--- src/rtl/fetch_pc_unit.sv ---
// Instruction-fetch stage: holds the architectural PC, sequences PC+4, takes
// branch/jal/jr redirects (buffering one that arrives during a stall) and
// captures the fetched word into the IF/ID latch.
// Optional macro FETCH_CHECK_EN: flags misaligned or out-of-range fetch
// addresses on adel_d and substitutes a nop for the fetched word.
module fetch_pc_unit #(
    parameter logic [31:0] RESET_PC = 32'h0000_3000,
    parameter logic [31:0] IMEM_LO  = 32'h0000_3000,
    parameter logic [31:0] IMEM_HI  = 32'h0000_6FFC
) (
    input  logic        clk,
    input  logic        reset,
    input  logic        stall,
    input  logic        redirect_valid,
    input  logic        redirect_sel,
    input  logic [31:0] npc_in,
    input  logic [31:0] jr_target,
    input  logic [31:0] imem_instr,
    output logic [31:0] pc,
    output logic [31:0] instr_d,
    output logic [31:0] pc4_d,
    output logic        valid_d,
    output logic        adel_d
);

    logic [31:0] pc_q, pc_d;
    logic        pend_v_q, pend_v_d;
    logic [31:0] pend_t_q, pend_t_d;
    logic [31:0] ifid_instr_q, ifid_instr_d;
    logic [31:0] ifid_pc4_q, ifid_pc4_d;
    logic        ifid_valid_q, ifid_valid_d;
    logic [31:0] target;
    logic [31:0] pc_plus4;

`ifdef FETCH_CHECK_EN
    logic ifid_adel_q, ifid_adel_d;
    logic fetch_bad;

    // Fetch address is misaligned or outside instruction memory.
    always_comb begin
        fetch_bad = (pc_q[1:0] != 2'b00) || (pc_q < IMEM_LO) || (pc_q > IMEM_HI);
    end
`else
    // Range bounds only matter when fetch checking is built in.
    logic unused_range;
    assign unused_range = ^{IMEM_LO, IMEM_HI};
`endif

    // Next-state logic: PC priority redirect > pending > PC+4; stalls hold
    // everything and park any redirect (last one wins).
    always_comb begin
        target       = redirect_sel ? jr_target : npc_in;
        pc_plus4     = pc_q + 32'd4;
        pc_d         = pc_q;
        pend_v_d     = pend_v_q;
        pend_t_d     = pend_t_q;
        ifid_instr_d = ifid_instr_q;
        ifid_pc4_d   = ifid_pc4_q;
        ifid_valid_d = ifid_valid_q;
`ifdef FETCH_CHECK_EN
        ifid_adel_d  = ifid_adel_q;
`endif
        if (!stall) begin
            // Delay-slot word is latched even when a redirect is accepted.
            ifid_instr_d = imem_instr;
            ifid_pc4_d   = pc_plus4;
            ifid_valid_d = 1'b1;
`ifdef FETCH_CHECK_EN
            ifid_adel_d  = fetch_bad;
            if (fetch_bad) begin
                ifid_instr_d = 32'h0000_0000;
            end
`endif
            if (redirect_valid) begin
                pc_d = target;
            end else if (pend_v_q) begin
                pc_d = pend_t_q;
            end else begin
                pc_d = pc_plus4;
            end
            pend_v_d = 1'b0;
        end else if (redirect_valid) begin
            pend_v_d = 1'b1;
            pend_t_d = target;
        end
    end

    // State registers with synchronous active-low reset.
    always_ff @(posedge clk) begin
        if (!reset) begin
            pc_q         <= RESET_PC;
            pend_v_q     <= 1'b0;
            pend_t_q     <= 32'h0000_0000;
            ifid_instr_q <= 32'h0000_0000;
            ifid_pc4_q   <= 32'h0000_0000;
            ifid_valid_q <= 1'b0;
`ifdef FETCH_CHECK_EN
            ifid_adel_q  <= 1'b0;
`endif
        end else begin
            pc_q         <= pc_d;
            pend_v_q     <= pend_v_d;
            pend_t_q     <= pend_t_d;
            ifid_instr_q <= ifid_instr_d;
            ifid_pc4_q   <= ifid_pc4_d;
            ifid_valid_q <= ifid_valid_d;
`ifdef FETCH_CHECK_EN
            ifid_adel_q  <= ifid_adel_d;
`endif
        end
    end

    assign pc      = pc_q;
    assign instr_d = ifid_instr_q;
    assign pc4_d   = ifid_pc4_q;
    assign valid_d = ifid_valid_q;
`ifdef FETCH_CHECK_EN
    assign adel_d  = ifid_adel_q;
`else
    assign adel_d  = 1'b0;
`endif

endmodule

--- config.mk ---
export PLATFORM = sky130hd
export DESIGN_NAME = fetch_pc_unit
export DESIGN_NICKNAME = d
export VERILOG_FILES = /design/src/rtl/fetch_pc_unit.sv
export SDC_FILE = /design/constraint.sdc
export NUM_CORES = 1
export LEC_CHECK = 0
export CORE_ASPECT_RATIO = 1.1
export CORE_MARGIN = 5
export CORE_UTILIZATION = 30
export CTS_BUF_LIST = sky130_fd_sc_hd__clkbuf_8
export CTS_CLUSTER_DIAMETER = 200
export CTS_CLUSTER_SIZE = 30
export DETAILED_ROUTE_END_ITERATION = 12
export PLACE_DENSITY = 0.57
export SYNTH_ARGS = -nofsm -noshare
export SYNTH_HDL_FRONTEND = slang
export SYNTH_SLANG_ARGS = --single-unit
--- constraint.sdc ---
create_clock -name clk -period 1.83 [get_ports clk]
set_input_delay 0.366 -clock clk [delete_from_list [all_inputs] [get_ports clk]]
set_output_delay 0.366 -clock clk [all_outputs]
set_load 0.02 [all_outputs]
==> results by stage, run 1 <==
Status:
- The flow ran to the end, and the final reports show no timing, DRC or antenna violations.

Pwr:
- In this run the power density over the cells is roughly 750 mW/mm².
- The analysis attributes to cell leakage a power of 0.00435 µW.
- IR analysis of the VDD net gives a maximum drop of 0.000414 V.

STA:
- The worst clock skew is roughly 0.0094 ns.
- The number of hold violations in the final report is 0.
- The hold slack is between 0.4 and 0.5 ns.
- The routed design could run at a clock period as short as roughly 1.8 ns.
- The timing-limited maximum frequency is 564 MHz.
- The final count of pins violating max slew is 0.
- Setup repair after global routing could not meet its margin everywhere.
- Setup violations remaining at the end of the flow were counted as 0.
- The worst path uses 96.9% of the clock period.

Setup path:
- The data required time of the worst path is roughly 1.5 ns.
- Walking the worst path, the cells encountered are clkdlybuf4s50_1.
- The number of buffers and inverters on the critical path is 1.
- The worst setup path is captured at a primary output.
- The kind of cell adding the most delay to the critical path is buffers and inverters.
- Data arrives at the worst endpoint at around 1.4 ns.
- By startpoint and endpoint, the worst setup path is classified as reg2out.
- On the critical path, the stage with the largest delay is an instance of sky130_fd_sc_hd__clkdlybuf4s50_1.
- Along the worst path, the maximum fanout reaches 2.
- The sort of element at the start of the critical path is a flop.
- On the worst path, the slowest cell contributes a delay of between 0.6 and 0.7 ns.

Routing:
- The routed length per instance is approximately 16 µm.
- The number of search-and-repair iterations in the first detailed-routing pass is 5.
- In this run, the number of DRC markers left after iteration 0 of detailed routing was between 300 and 400.
- In this run the remaining antenna-violating nets after routing total 0.
- The number of vias per cell is 4.94.
- For this run, design rule violations remaining after detail routing come to 0.
- After detailed routing, the total wire length is around 20 mm.
- The final route contains around 6,000 vias.

Logic synthesis:
- The synthesized netlist devotes less than 1% of its cell area to adder and majority cells.
- The synthesized netlist devotes 16.2% of its cell area to simple gates.
- Sorting the synthesized cells by area gives the leading types as sky130_fd_sc_hd__dfxtp_1, sky130_fd_sc_hd__mux2i_1, sky130_fd_sc_hd__nor2_1.
- The synthesized netlist devotes ~3.8% of its cell area to XOR and XNOR gates.
- For this run, the leading register cell type out of synthesis is sky130_fd_sc_hd__dfxtp_1.
- The combinational family with the most area after synthesis is compound AO/OA/AOI/OAI gates.
- The synthesized design devotes to its leading area cell type 41.7% of total area.
- Synthesis inferred 130 register bits.
- Counting every net in the synthesized netlist gives slightly above 800.
- Summing the sequential cell areas from Yosys gives between 40% and 50% of the chip area.
- After synthesis, the netlist uses 58 different library cells.
- The number of enable flip-flop cells after synthesis is 0.
- The post-synthesis compound-gate area fraction is about a fifth.
- The gate count after technology mapping is slightly above 700.
- During synthesis, Yosys emitted a total of 0 warnings.
- The mean instance size in the synthesized netlist is 8.70 µm².
- The multiplexer area fraction after synthesis is 14.0%.
- The synthesized netlist occupies a cell area of roughly 0.0062 mm².
- The fraction of registers with async set or reset after synthesis is 0%.
- The leading area contributor after synthesis is sky130_fd_sc_hd__dfxtp_1.

CTS:
- The clock tree synthesis step divided the H-tree into 4 levels.
- The number of buffers created by CTS is 17.
- The number of sinks handled by clock tree synthesis is 130.
- The total of hold buffers inserted after clock tree synthesis is 0.
- The CTS tree is done.
- The clock reaches the later pin of the worst-skew pair after around 0.45 ns.
- The longest clock path from root to sink contains 2 buffers.
- The clock transition at the registers of the reported paths is about 0.07 ns.
- CTS placed an instance of sky130_fd_sc_hd__clkbuf_8 at the clock tree root.

GRT:
- The global-route wire length before repair is 31.6 mm.
- The maximum number of pins on one net before global-route repair is around 60.
- The number of antenna violations at the first check in global routing is 1.
- The leftover overflow at the end of global routing is 0.
- The number of global-route vias before repair came to 5,712.
- Global routing used 16.7% of the available tracks across all layers.

Placed design:
- In this run the cell area measured after placement is around 0.0090 mm².
- The weighted congestion at the end of routability-driven global placement is about 0.8.
- The count of buffers inserted at the top-level ports is 197.
- The placed wire-length estimate after detailed placement is approximately 15 mm.

Cells and area:
- In the final layout, the share of cells above drive strength 1 is approximately 17%.
- The synthesis-to-finish area growth is 53.4%.
- The core utilization of the finished layout is between 40% and 50%.
- Summing all non-filler instances in the final layout gives an area of ~0.0096 mm².
- The number of nets at the end of the flow is 1,060.

Flow run:
- Max-cap violations in this run came to 0.

Floorplan:
- approximately 200 I/O pins were placed.
- The die covers between 0.02 and 0.025 mm².
- Measured along the x axis, the die boundary spans approximately 150 µm.
- The row count is between 50 and 60.
- The area of the core is 0.0205 mm².
- The starting utilization of the core area is a little under a third.
- The die is 161 µm tall.

Worst hold path:
- The type of the tightest min-delay check is in2reg.
-- tightest hold or removal path: cells and delay by family --
kind / cells / cell delay [ns]
compound gates: 1 / 0.14
buf+inv: 2 / 0.31
simple gates: 1 / 0.04
-- synthesized netlist by cell type, types with 2 or more instances --
master,instances
sky130_fd_sc_hd__dfxtp_1,130
sky130_fd_sc_hd__nor2_1,110
sky130_fd_sc_hd__mux2i_1,76
sky130_fd_sc_hd__a21oi_1,50
sky130_fd_sc_hd__clkbuf_1,45
sky130_fd_sc_hd__o21ai_0,45
sky130_fd_sc_hd__a211oi_1,33
sky130_fd_sc_hd__nand2_1,29
sky130_fd_sc_hd__nand3_1,20
sky130_fd_sc_hd__xor2_1,15
sky130_fd_sc_hd__xnor2_1,12
sky130_fd_sc_hd__and3_1,11
sky130_fd_sc_hd__buf_2,11
sky130_fd_sc_hd__inv_1,10
sky130_fd_sc_hd__mux2_2,10
sky130_fd_sc_hd__nand4_1,9
sky130_fd_sc_hd__nor3_1,8
sky130_fd_sc_hd__o211ai_1,7
sky130_fd_sc_hd__a31oi_1,6
sky130_fd_sc_hd__buf_1,6
sky130_fd_sc_hd__a211o_1,5
sky130_fd_sc_hd__a22oi_1,5
sky130_fd_sc_hd__nor4_1,5
sky130_fd_sc_hd__buf_4,4
sky130_fd_sc_hd__o211a_1,4
sky130_fd_sc_hd__o221a_2,4
sky130_fd_sc_hd__o22ai_1,4
sky130_fd_sc_hd__a221o_1,3
sky130_fd_sc_hd__and4_1,3
sky130_fd_sc_hd__o31a_1,3
sky130_fd_sc_hd__nand3_2,2
sky130_fd_sc_hd__nor2b_1,2
sky130_fd_sc_hd__o21a_1,2
sky130_fd_sc_hd__o311a_1,2
sky130_fd_sc_hd__o31ai_1,2
sky130_fd_sc_hd__or3_1,2
-- sequential cells by signal, summed over array words and instances, names as in the netlist --
register	count
pend_v_q	1
pc4_d	32
pend_t_q	32
pc	32
valid_d	1
instr_d	32
-- path summary, 6_finish.rpt --
path / startpoint / endpoint / slack [ns] / depth (start not counted)
hold reg to reg: valid_d$_SDFFE_PN0N_ / valid_d$_SDFFE_PN0N_ / 0.47 / 1
setup / recovery: instr_d[27]$_SDFFE_PN0N_ / instr_d[27] / 0.06 / 1
setup reg to reg: pc[13]$_SDFFE_PN1N_ / pc[29]$_SDFFE_PN0N_ / 0.07 / 6
hold / removal: stall / pc4_d[4]$_SDFFE_PN0N_ / 0.47 / 4
-- layout make-up --
| type | count | area [µm²] |
|---|---|---|
| clock inverters | 10 | 105 |
| diodes | 1 | 2.50 |
| flip-flops and latches | 130 | 2620 |
| multi-input cells | 510 | 3380 |
| clock buffers | 22 | 303 |
| inverters | 11 | 41.3 |
| repair buffers | 288 | 2800 |
| well taps | 256 | 320 |
| fillers | 2059 | 10900 |
-- cells by family (layout without fill, tap and decap cells) --
family | Yosys count | count (layout)
xor+xnor | 27 | 27
compound gates | 183 | 183
flops | 130 | 130
simple gates | 212 | 212
other cells | 1 | 2
mux | 86 | 86
buf+inv | 77 | 331
fa+ha+maj | 1 | 1
-- per-stage QoR --
step | instances | worst slack (ns) | total power, µW | setup TNS (ns)
finish | 1228 | 0.0571 | 7160 | 0
global route | 1227 | -0.00659 | 7510 | -0.0114
CTS | 1219 | 0.00167 | 7250 | 0
detailed placement | 1187 | -0.157 | 4740 | -4.15
global placement | 1187 | -0.163 | 4730 | -2.98
floorplan | 717 | 0.00129 | 3940 | 0
-- placed cells by master, fill, tap and decap left out, drive strengths merged, types with 2 or more instances in the layout --
cell / instances
dfxtp: 130
o21a: 2
inv: 10
clkinv: 7
o211a: 4
nand3: 22
o221a: 4
a221o: 3
buf: 93
a31oi: 6
a21oi: 50
and4: 3
nor4: 7
o22ai: 4
mux2: 10
xor2: 15
mux2i: 76
a22oi: 5
or3: 2
clkinvlp: 2
and3: 11
o21ai: 45
clkdlybuf4s50: 135
o211ai: 7
clkbuf: 22
dlygate4sd2: 36
nand2: 29
nand4: 10
o311a: 2
o31a: 3
a211oi: 33
dlymetal6s2s: 24
o31ai: 2
nor2b: 2
nor3: 9
a211o: 5
nor2: 111
bufinv: 2
xnor2: 12
-- what timing repair did --
item | in CTS | in global routing
resized for setup | 36 | 42
setup buffers | 0 | 8
pin swaps | 0 | 8
hold endpoints to repair | 0 | 0
setup endpoints to repair | 36 | 46
-- power by group --
part           switching [µW]  leakage, µW  internal [µW]
Combinational             746      0.00306            752
Clock                    1150     0.000210           1380
Sequential                115      0.00108           3010
-- layer usage --
metal | share of wire, % | global-route usage, % | up-vias
met5 | 0 | 0 | -
li1 | - | - | 3045
met1 | 45 | 22.3 | 2792
met3 | 8.9 | 6.29 | 16
met4 | 1.3 | 4.83 | 0
met2 | 45 | 25.4 | 209
No activity file was read; power rests on OpenSTA's default activity.
==> run 2: changes to the inputs <==
==> constraint.sdc (replaced) <==
create_clock -name clk -period 1.6 [get_ports clk]
set_input_delay 0.32 -clock clk [delete_from_list [all_inputs] [get_ports clk]]
set_output_delay 0.32 -clock clk [all_outputs]
set_load 0.02 [all_outputs]
==> results by stage, run 2 (synthesis results as in run 1) <==
Routing:
- The number of vias per cell is slightly below 5.
- The number of search-and-repair iterations in the first detailed-routing pass is 4.
- The routed length per instance is 16.4 µm.
- The detailed-route via count is 6,152.
- In this run, the number of DRC markers left after iteration 0 of detailed routing was roughly 340.
- The wire length reported by the detailed router is around 21 mm.
- The count of nets left with antenna violations once routing finished came out at 0.
- The total DRC errors in the routed layout is 0.

Placed design:
- The count of buffers inserted at the top-level ports is a little under 200.
- The worst slack at placement is -0.449 ns.
- In this run the cell area measured after placement is ~0.0094 mm².
- After detailed placement, the design holds a cell count of 1,227.
- The placed wire-length estimate after detailed placement is 15.8 mm.
- At the end of routability-driven placement, the weighted congestion stood at about 0.85.

GRT:
- The global-route usage over all layers is between 10% and 20%.
- The first global-routing pass estimated ~33 mm of wire.
- The number of global-route vias before repair came to 5,863.
- The number of antenna violations at the first check in global routing came to 1.
- Entering global routing, the biggest net connects 46 pins.
- Global routing finished with a remaining overflow of 0.

Cells and area:
- Leaving out fill and tap cells, the most frequent cell in the layout is sky130_fd_sc_hd__buf_4.
- The cell area after layout is slightly below 0.01 mm².
- In the layout the commonest cells are sky130_fd_sc_hd__buf_4, sky130_fd_sc_hd__nor2_1, sky130_fd_sc_hd__dfxtp_1.
- The post-layout instance count excluding filler cells is about 1,300.
- The filler cells instantiated in the layout total roughly 2,000.
- The synthesis-to-finish area growth is 58.6%.
- The layout cell share with drive strength beyond 1 is about a quarter.
- The antenna diode instance count is 0.
- The number of nets at the end of the flow is between 1,000 and 1,500.

Floorplan:
- The number of ports placed on the die boundary is about 200.
- Row generation in the floorplan step produced between 50 and 60 rows.
- The die outline area is 0.0238 mm².
- The floorplan step defined a core boundary enclosing 0.0205 mm².
- In this run the horizontal extent of the chip is between 100 and 150 µm.
- Once the floorplan was initialized, standard cells occupied 30.4% of the core.
- The height of the die is 161 µm.

Setup path:
- Walking the worst path, the cells encountered are nand4_4 -> nor3_4 -> buf_4 -> nand3_4 -> and3_4 -> o31a_1.
- The largest individual stage delay along the critical path comes from the cell sky130_fd_sc_hd__dfxtp_4.
- The largest incremental delay on the critical path is about 0.37 ns.
- Of all nets on the critical path, the largest fanout is 6.
- STA classifies the critical path endpoint as a flop.
- The worst setup path category is reg2reg.
- The worst setup path startpoint is pc[13]$_SDFFE_PN1N_.
- The endpoint arrival time on the critical path is between 2 and 2.5 ns.
- The data required time of the worst path is around 1.9 ns.
- For flop-to-flop paths, the worst setup slack is -0.07 ns.
- The startpoint of the worst-slack reg-to-reg timing path is pc[13]$_SDFFE_PN1N_.
- STA classifies the critical path startpoint as a flop.

STA:
- The worst path uses 105% of the clock period.
- The final count of pins violating max slew is 0.
- The final setup violation count is 9.
- The clock arrives with 0.00604 ns of skew.
- The number of hold violations in the final report is 0.
- The aggregate negative setup slack is -0.347 ns.
- Setup repair after global routing could not meet its margin everywhere.
- The final critical-path required period is ~1.7 ns.
- Timing would allow up to ~600 MHz.
- The tightest hold path in the finished design has a slack of roughly 0.28 ns.
- Across all setup checks in the final design, the least slack found is -0.0745 ns.

Pwr:
- IR analysis of the VDD net gives a maximum drop of about 0.00053 V.
- Dividing total power by cell area gives a power density of approximately 820 mW/mm².
- The analysis attributes to cell leakage a power of 0.00437 µW.

Status:
- The final reports fail on negative setup slack.
- The run finished, with violations left.

CTS:
- After clock tree synthesis, the clock-pin slew on the worst setup and hold paths is about 0.080 ns.
- Counting the buffers created by CTS gives 17.
- CTS built an H-tree with a depth of 4.
- Clock latency on the worst-skew pair, taken at its later pin, is around 0.44 ns.
- The CTS tree is done.
- In this run the clock root is driven by a sky130_fd_sc_hd__clkbuf_8.
- The clock passes through at most 2 buffers.
- The number of sinks handled by clock tree synthesis is 130.

Worst hold path:
- The worst min-delay path startpoint is stall.
- The type of the tightest min-delay check is in2reg.

Flow run:
- The tool flagged a number of max-cap violations equal to 0.
==> run 2: critical path: cells and delay by family (launching register included) <==
family / cells / cell delay, ns
and+or+nand+nor: 4 / 0.75
AOI/OAI and AO/OA: 1 / 0.26
buffers and inverters: 1 / 0.19
DFF: 1 / 0.37
==> run 2: stage by stage <==
step | utilization [%] | total power, µW
4_1_cts | 47.3 | 8220
5_1_grt | 48.2 | 8560
3_5_place_dp | 45.6 | 5490
2_1_floorplan | - | 4520
6_report | 48.2 | 8100
3_3_place_gp | 45.6 | 5480
==> run 2: final timing paths <==
kind / end / depth (start not counted)
worst max-delay path: pc[18]$_SDFFE_PN0N_ / 6
worst min-delay path: pc4_d[19]$_SDFFE_PN0N_ / 3
worst max register to register: pc[18]$_SDFFE_PN0N_ / 6
worst min register to register: valid_d$_SDFFE_PN0N_ / 1
==> run 2: what timing repair did <==
| item | CTS | global route |
|---|---|---|
| setup buffers | 2 | 6 |
| pin swaps | 7 | 29 |
| endpoints found under the setup margin | 125 | 58 |
| hold buffers | 0 | 0 |
| gates resized for setup | 152 | 64 |
| hold endpoints to repair | 0 | 0 |
==> run 2: routing by layer <==
metal	global-route usage, %	routed length, µm	vias up
met1	23.1	9550	2812
met5	0	13	-
met4	3.77	195	2
li1	-	-	3121
met3	5.75	1520	19
met2	26.9	9540	198
==> run 2: cell type report <==
type | instances | area (µm²) | area share (%)
clock buffers | 17 | 234 | 2.36
repair buffers | 327 | 2960 | 29.9
clock inverters | 15 | 148 | 1.49
well taps | 256 | 320 | 3.24
inverters | 11 | 41.3 | 0.417
flip-flops and latches | 130 | 2640 | 26.7
multi-input cells | 510 | 3550 | 35.9
==> run 2: report_power, final <==
part	switching (µW)	total [µW]	leakage [µW]	internal [µW]
Combinational	905	1780	0.00311	877
Clock	1490	2760	0.000183	1270
Sequential	117	3560	0.00108	3450
==> run 3: changes to the inputs <==
==> constraint.sdc (replaced) <==
create_clock -name clk -period 1.5 [get_ports clk]
set_input_delay 0.3 -clock clk [delete_from_list [all_inputs] [get_ports clk]]
set_output_delay 0.3 -clock clk [all_outputs]
set_load 0.02 [all_outputs]
==> results by stage, run 3 (synthesis results as in run 1) <==
Status:
- The run finished, with violations left.
- The final reports fail on negative setup slack.

Flow run:
- The number of maximum-capacitance constraint violations is 0.

Placed design:
- Once placement completed, the tool counted placed cells totaling around 1,200.
- Detailed placement ended at an HPWL of roughly 16 mm.
- Input and output buffers added on the ports amount to about 200.
- The weighted congestion at the end of routability-driven global placement is 0.821.

Cells and area:
- Measured on the finished design, the core utilization comes to between 50% and 60%.
- The leading cell type in the layout, fill and taps excluded is sky130_fd_sc_hd__buf_4.
- Once layout is complete, the cells apart from fillers number roughly 1,300.
- In the final layout, the share of cells above drive strength 1 is a little under a third.
- The library cells used most frequently in the layout, excluding fill and tap cells, are sky130_fd_sc_hd__buf_4, sky130_fd_sc_hd__nor2_1, sky130_fd_sc_hd__dfxtp_1.
- The synthesis-to-finish area growth is 66.5%.
- At the end of the flow, the number of nets in the layout was ~1,100.
- The count of filler cells inserted in the layout is around 2,000.

GRT:
- The layer flagged by global routing as most heavily used is met2.
- In the global route stage, met1 resource usage came out at between 20% and 30%.
- For this run, global-route usage on met2 was measured as approximately 28%.
- The met3 layer usage reported by global route is 6.03%.
- The global-route usage over all layers is between 10% and 20%.
- The number of global-route vias before repair is 6,108.
- The total overflow left after global routing is 0.
- The number of antenna violations at the first check in global routing is 1.
- The maximum number of pins on one net before global-route repair is 40.
- The first global-routing pass estimated roughly 33 mm of wire.

CTS:
- The CTS tree is done.
- The maximum buffer depth of the clock tree is 2.
- The clock tree root driver cell is sky130_fd_sc_hd__clkbuf_8.
- The total number of H-tree levels is 4.
- The number of sinks handled by clock tree synthesis is 130.
- Clock tree synthesis inserted a total of 17 buffers.
- For this design, the CTS-stage hold fixing added 0 buffers.
- For the worst-skew pair, the clock arrives at the later sink with an insertion delay of between 0.4 and 0.5 ns.
- The clock transition at the registers of the reported paths is approximately 0.090 ns.

Routing:
- For this block, the routed nets add up to 21.3 mm of wire.
- The number of search-and-repair iterations in the first detailed-routing pass is 5.
- Using the TritonRoute via totals, the vias-per-cell ratio works out to around 4.9.
- In the final routed layout, each cell accounts on average for 16.5 µm.
- The DRC violation total after the first TritonRoute iteration is 315.
- The number of nets still failing antenna checks after routing is 0.
- Across all layers, the routed design uses between 6,000 and 7,000 vias.
- The total DRC errors in the routed layout is 0.

Setup path:
- The critical path in this run is classified as reg2reg.
- The worst-case register-to-register setup slack is -0.14 ns.
- The startpoint of the worst-slack reg-to-reg timing path is pc[6]$_SDFFE_PN0N_.
- The kind of end point of the critical path is a flop.
- The most critical setup path has its endpoint at pc[24]$_SDFFE_PN0N_.
- The depth of the most critical reg-to-reg path is 9.
- The endpoint identified for the worst register-to-register timing path is pc[24]$_SDFFE_PN0N_.
- At the worst endpoint, the arrival time is just over 2 ns.
- STA puts the critical path data required time at approximately 1.9 ns.
- The highest net fanout along the worst path is 5.
- STA classifies the critical path startpoint as a flop.
- The worst setup path startpoint is pc[6]$_SDFFE_PN0N_.

Floorplan:
- From left edge to right edge, the die measures between 100 and 150 µm.
- The die outline area is between 0.02 and 0.025 mm².
- The number of ports placed on the die boundary is about 200.
- For this configuration, the core starts out at a cell density of 30.4%.
- The row count is between 50 and 60.
- The area of the core is between 0.02 and 0.025 mm².
- Measured along the y axis, the die boundary spans about 160 µm.

Pwr:
- The net load switching power is about 2700 µW.
- Across the VDD grid, the largest voltage drop is a little under 0.0005 V.
- The cell-internal power is approximately 6500 µW.
- For this design the static power due to leakage is between 0.004 and 0.005 µW.
- The proportion of power drawn by combinational gates is between 20% and 30%.
- The share of total power dissipated in the clock network is around 37%.
- The power per cell area is 884 mW/mm².
- The switching portion of total power is 29.0%.
- The overall power of the completed layout is 9180 µW.
- The share of total power in sequential cells is ~42%.

STA:
- Setup violations remaining at the end of the flow were counted as 32.
- For this run, the top clock speed supported by timing is roughly 610 MHz.
- In the finished design, the share of the clock period the worst path needs comes to 109%.
- The final worst-path setup slack is -0.139 ns.
- The final count of pins violating max slew is 0.
- Setup repair after global routing could not meet its margin everywhere.
- The clock arrives with approximately 0.012 ns of skew.
- The hold slack is 0.315 ns.
- For the final routed database, the setup TNS stands at -2.11 ns.
- The number of hold violations in the final report is 0.
- The final critical-path required period is about 1.6 ns.

Worst hold path:
- The path class of the tightest hold or removal check is in2reg.
## run 3: cell count changes in the layout (fill, tap and decap cells not counted), sizes merged
cell           previous run  this run
bufinv                    1         4
clkbuf                   27        23
dlymetal6s2s              1         0
clkinv                    3         7
clkinvlp                  4         2
diode                     0         1
buf                     141       180
inv                      18        13
clkdlybuf4s15             7        23
dlygate4sd2              71        44
## run 3: what timing repair did
action,in CTS,in global routing
resized for setup,244,80
pin swaps,46,30
buffers inserted,3,15
endpoints found under the setup margin,135,78
## run 3: cell type report
class | instances | area (µm²) | area share (%)
Inverter | 11 | 41.3 | 0.398
Tap cell | 256 | 320 | 3.08
Timing Repair Buffer | 350 | 3240 | 31.2
Clock buffer | 17 | 234 | 2.25
Sequential cell | 130 | 2650 | 25.5
Multi-Input combinational cell | 510 | 3690 | 35.6
Clock inverter | 15 | 208 | 2.00
Antenna cell | 1 | 2.50 | 0.0241
## run 3: routing by layer
layer / vias up / share of wire [%] / wire [µm]
met2: 218 / 46 / 9700
li1: 3179 / - / -
met5: - / 0 / 0
met4: 0 / 1.5 / 329
met3: 24 / 8.4 / 1800
met1: 2846 / 44 / 9460
## run 3: how the worst min path moves through the flow
stage / from / to / depth (start not counted)
6_report: stall / pc[4]$_SDFFE_PN0N_ / 3
3_3_place_gp: valid_d$_SDFFE_PN0N_ / valid_d$_SDFFE_PN0N_ / 1
3_5_place_dp: valid_d$_SDFFE_PN0N_ / valid_d$_SDFFE_PN0N_ / 1
2_1_floorplan: imem_instr[0] / instr_d[0]$_SDFFE_PN0N_ / 2
4_1_cts: stall / pc[4]$_SDFFE_PN0N_ / 3
5_1_grt: stall / pc[4]$_SDFFE_PN0N_ / 3
## run 3: per-stage QoR
step / area, µm² / setup WS, ns
floorplan: 6380 / -0.182
global placement: 9520 / -0.457
detailed placement: 9520 / -0.486
CTS: 10100 / -0.172
global route: 10400 / -0.243
finish: 10400 / -0.139
## run 3: power by group through the flow
stage / Clock, µW / Combinational (µW) / Sequential (µW)
after floorplan: 0 / 727 / 4100
after global placement: 0 / 2000 / 3880
after detailed placement: 0 / 2010 / 3890
after CTS: 3470 / 1940 / 3810
after global routing: 3620 / 2170 / 3840
final: 3370 / 2000 / 3810
## run 3: worst max-delay path: stages, from the launching register on
cell and delay (ns):
sky130_fd_sc_hd__dfxtp_2 0.37, sky130_fd_sc_hd__buf_4 0.14, sky130_fd_sc_hd__nand4_1 0.13, sky130_fd_sc_hd__nor2_1 0.13
sky130_fd_sc_hd__buf_4 0.16, sky130_fd_sc_hd__buf_12 0.12, sky130_fd_sc_hd__buf_4 0.12, sky130_fd_sc_hd__nand4_1 0.11
sky130_fd_sc_hd__a21o_1 0.19, sky130_fd_sc_hd__a21oi_2 0.10
